$ cat config.mk
export PLATFORM = sky130hd
export DESIGN_NAME = e203_exu_flush_buf
export DESIGN_NICKNAME = d
export VERILOG_FILES = /design/src/rtl/e203_exu_flush_buf.sv
export SDC_FILE = /design/constraint.sdc
export NUM_CORES = 1
export LEC_CHECK = 0
export ABC_AREA = 1
export BUFFER_PORTS_ARGS = -buffer_cell sky130_fd_sc_hd__buf_2
export CAP_MARGIN = 5
export CORE_AREA = 5 5 89 91
export CTS_CLUSTER_SIZE = 8
export DETAILED_ROUTE_END_ITERATION = 8
export DIE_AREA = 0 0 94 96
export PLACE_DENSITY = 0.86
export RECOVER_POWER = 25
export SYNTH_ARGS = -nofsm -noshare
export SYNTH_HDL_FRONTEND = slang
export SYNTH_SLANG_ARGS = --single-unit
$ cat constraint.sdc
create_clock -name clk -period 2.3 [get_ports clk]
set_input_delay 0.345 -clock clk [delete_from_list [all_inputs] [get_ports clk]]
set_output_delay 0.345 -clock clk [all_outputs]
set_load 0.005 [all_outputs]
$ cat src/rtl/e203_exu_flush_buf.sv
// Single-entry flush buffer between commit and IFU: registers the flush target PC
// and holds the request until the IFU acknowledges; also counts accepted flushes.
module e203_exu_flush_buf #(
   parameter int unsigned PC_SIZE = 32,
   parameter int unsigned CNT_W   = 8
) (
   input  logic               clk,
   input  logic               rst,
   input  logic               cmt_flush_req,
   input  logic [PC_SIZE-1:0] cmt_flush_add_op1,
   input  logic [PC_SIZE-1:0] cmt_flush_add_op2,
   output logic               cmt_flush_ack,
   output logic               ifu_flush_req,
   output logic [PC_SIZE-1:0] ifu_flush_pc,
   input  logic               ifu_flush_ack,
   output logic               flush_pending,
   input  logic               cnt_clr,
   output logic [CNT_W-1:0]   flush_cnt
);

   typedef enum logic {StIdle, StPend} state_e;

   state_e             state_q, state_d;
   logic [PC_SIZE-1:0] pc_q, pc_d;
   logic [CNT_W-1:0]   cnt_q, cnt_d;
   logic [PC_SIZE-1:0] sum;
   logic               pend;
   logic               accept;

   assign pend   = (state_q == StPend);
   // Ack comes from state alone so there is no comb path back to the commit stage.
   assign accept = cmt_flush_req & ~pend;
   assign sum    = cmt_flush_add_op1 + cmt_flush_add_op2;

   always_comb begin
      state_d = state_q;
      pc_d    = pc_q;
      unique case (state_q)
         StIdle: begin
            if (accept) begin
               state_d = StPend;
               pc_d    = {sum[PC_SIZE-1:1], 1'b0};
            end
         end
         StPend: begin
            if (ifu_flush_ack) begin
               state_d = StIdle;
            end
         end
         default: state_d = StIdle;
      endcase
   end

   always_comb begin
      cnt_d = cnt_q;
      if (cnt_clr) begin
         cnt_d = accept ? CNT_W'(1) : '0;
      end else if (accept && (cnt_q != {CNT_W{1'b1}})) begin
         cnt_d = cnt_q + CNT_W'(1);
      end
   end

   always_ff @(posedge clk or posedge rst) begin
      if (rst) begin
         state_q <= StIdle;
         pc_q    <= '0;
         cnt_q   <= '0;
      end else begin
         state_q <= state_d;
         pc_q    <= pc_d;
         cnt_q   <= cnt_d;
      end
   end

   assign cmt_flush_ack = ~pend;
   assign ifu_flush_req = pend;
   assign flush_pending = pend;
   assign ifu_flush_pc  = pc_q;
   assign flush_cnt     = cnt_q;

endmodule

==> results_dict.tcl <==
set metrics [dict create \
    cp_data_required_time_ns 2.53 \
    finalHoldViolations 0 \
    detailedRoute.firstPassIterationCount 5 \
    syn_nets 759 \
    cp_common_cell "nand2_1" \
    synthAdderAreaFrac_pct 10.3 \
    postCtsSetupBuffers 0 \
    routedWlPerCell_um 13.2 \
    route.detailed.drc 0 \
    ant_nets 0 \
    synth.area.mux_share_pct 0 \
    syn_area_um2 3950 \
    grt_max_degree 48 \
    worst-setup-path-type "primary input to flip-flop" \
    netlist.area_leader.share_pct 25.3 \
    status "finished clean" \
    synthToLayoutAreaGrowth_pct 18.7 \
    io_buffers 110 \
    row_count 31 \
    synth_ff_type "dfrtp_1" \
    cpPeakStageDelay_ns 0.44 \
    ir_drop_v 0.000282 \
    synthArstFlopShare_pct 100 \
    cp_slowest_cell "fa_1" \
    power_uw 2560 \
    seq_area_um2 1000 \
    ys_top_cells_by_area "dfrtp_1, nand2_1, inv_1, ha_1, nand3_1" \
    end_kind "flip-flop" \
    grt_pass1_wl_um 18400 \
    multi_input_area_um2 2460 \
    worstPathMaxFanout 4 \
    yosysMostFrequentCell "nand2_1" \
    synth-edff-count 0 \
    yosys.area_share.simple_pct 41.4 \
    start_util_pct 56.0 \
    grt_remaining_overflow 0 \
    grt_util_all_layers_pct 25.7 \
    worstPathArrival_ns 2.04 \
    synth_top_family_by_area "simple AND/OR/NAND/NOR gates" \
    cts_sinks 40 \
    drtIter0Drc 330 \
    cpLargestDelayFamily "simple AND/OR/NAND/NOR gates" \
    synthDistinctLibCells 29 \
    antenna_found_initial 0 \
    htree_num_levels 2 \
    ys.warnings.count 0 \
    relSlewSlack_pct 37.5 \
    drive_gt1_share_pct 19.9 \
    nNetsFinal 870 \
    root_buffer "clkbuf_8" \
    wl_um 11500 \
    synth_top_area_cell "dfrtp_1" \
    cts_tree "yes" \
    leakagePower_uw 0.00291 \
    nFillCells 695 \
    skew_ns 0.00594 \
    die_h_um 96 \
    timing.fmax_mhz 552 \
    syn-mean-instance-area_um2 6.01 \
    cp_cell_sequence "buf_2 -> nand2_1 -> inv_1 -> fa_1 -> nand3_1 -> nand3_2 -> nand2_1 -> nand2_1 -> nand2_1 -> nand2_2 -> nand2_1 -> nand2_1 -> nand2_1 -> nand3_1 -> nand2_1" \
    rsz0062_at_grt "no" \
    cts_buffers 5 \
    design.core.area_um2 7060 \
    hpwl_um 9850 \
    synth_sequential_area_ratio_pct 25.3 \
    netlist_instances 658 \
    p_per_area_nw_per_um2 545 \
    postCtsHoldBufs 0 \
    hold_class "primary input to flip-flop" \
    clk_pin_slew_worst_paths_ns 0.07 \
    cts_max_path_buffers 2 \
    setup_tns_ns 0 \
    min_period_ns 1.81 \
    synth_compound_area_share_pct 6.77 \
    post_cts_resized 0 \
    chipWidth_um 94 \
    setup_viol 0 \
    final_util_pct 66.5 \
    n_antenna_cell 0 \
    maxCapViolCount 0 \
    critPathBufInv 2 \
    vias_per_cell 5.06 \
    gp_congestion 0.998 \
    worst_pin_slew_ns 0.937 \
    drv_slew 0 \
    synth-xor-area-share_pct 3.55 \
    io_pins 112 \
    clock_latency_ns 0.29 \
    cp-start-kind "primary input" \
    fin_crit_sh_pct 78.7 \
    vias 4393 \
    synth.ff_latch_count 40 \
    synthTopCellsByCount "nand2_1, inv_1, nor2_1" \
    grt_pass1_vias 3933 \
    dieArea_um2 9020 \
]
final cells by class:
| class | instances | share of cell area [%] |
|---|---|---|
| sequential | 40 | 21.3 |
| timing repair buffer | 112 | 12.0 |
| inverter | 121 | 9.68 |
| clock buffer | 6 | 1.76 |
| clock inverter | 2 | 0.213 |
| multi-input combinational | 489 | 52.4 |
| tap | 99 | 2.64 |
flip-flops by register name, summed over array words and instances (netlist names):
signal,flops
flush_cnt,8
ifu_flush_pc,31
flush_pending,1
metrics by stage:
step / setup slack, ns / std cells / hold WS (ns) / instance area (µm²)
2_1_floorplan: 0.611 / 658 / 0.452 / 3950
3_3_place_gp: 0.212 / 861 / 0.459 / 4600
3_5_place_dp: 0.223 / 861 / 0.460 / 4600
4_1_cts: 0.540 / 869 / 0.166 / 4690
5_1_grt: 0.360 / 869 / 0.260 / 4690
6_report: 0.489 / 869 / 0.253 / 4690
logic make-up after synthesis:
kind of cell	count (synthesis)
other cells	1
simple gates	388
compound gates	52
xor+xnor	16
flops	40
buf+inv	129
fa+ha+maj	32
path summary, 6_finish.rpt:
| kind | to | cells after the start | slack [ns] | start |
|---|---|---|---|---|
| worst max-delay path | ifu_flush_pc[22] | 15 | 0.49 | cmt_flush_add_op1[0] |
| worst min-delay path | flush_pending | 2 | 0.25 | ifu_flush_ack |
| worst max register to register | flush_cnt[4] | 12 | 0.68 | flush_cnt[1] |
| worst min register to register | ifu_flush_pc[24] | 2 | 0.48 | ifu_flush_pc[24] |
| max in group asynchronous | flush_cnt[4] | 3 | 1.39 | rst |
| min in group asynchronous | ifu_flush_pc[8] | 3 | 0.33 | rst |
layer usage:
layer  vias to the layer above  track usage, %  wire [µm]
li1                       2228               -          -
met1                      1997            38.1       5460
met2                       158            41.1       5190
met3                        10            2.27        730
met4                         0            4.69         94
met5                         -               0          0
cells in the final DEF, fill, tap and decap left out, types with 3 or more instances in the layout:
cell,count
nand2_1,263
inv_1,114
buf_2,110
nor2_1,43
nand3_1,41
dfrtp_1,40
ha_1,31
a21oi_1,27
nand2_2,18
xnor2_1,15
o21ai_0,13
o21ai_1,9
inv_2,7
clkbuf_8,6
nand3b_1,5
nor3_1,4
nand4_1,4
nand2_4,3
power breakdown:
part           internal [µW]  switching (µW)
combinational            447             676
clock                    239             237
sequential               866            93.9
Note: power is estimated with default switching activity, not from simulation.
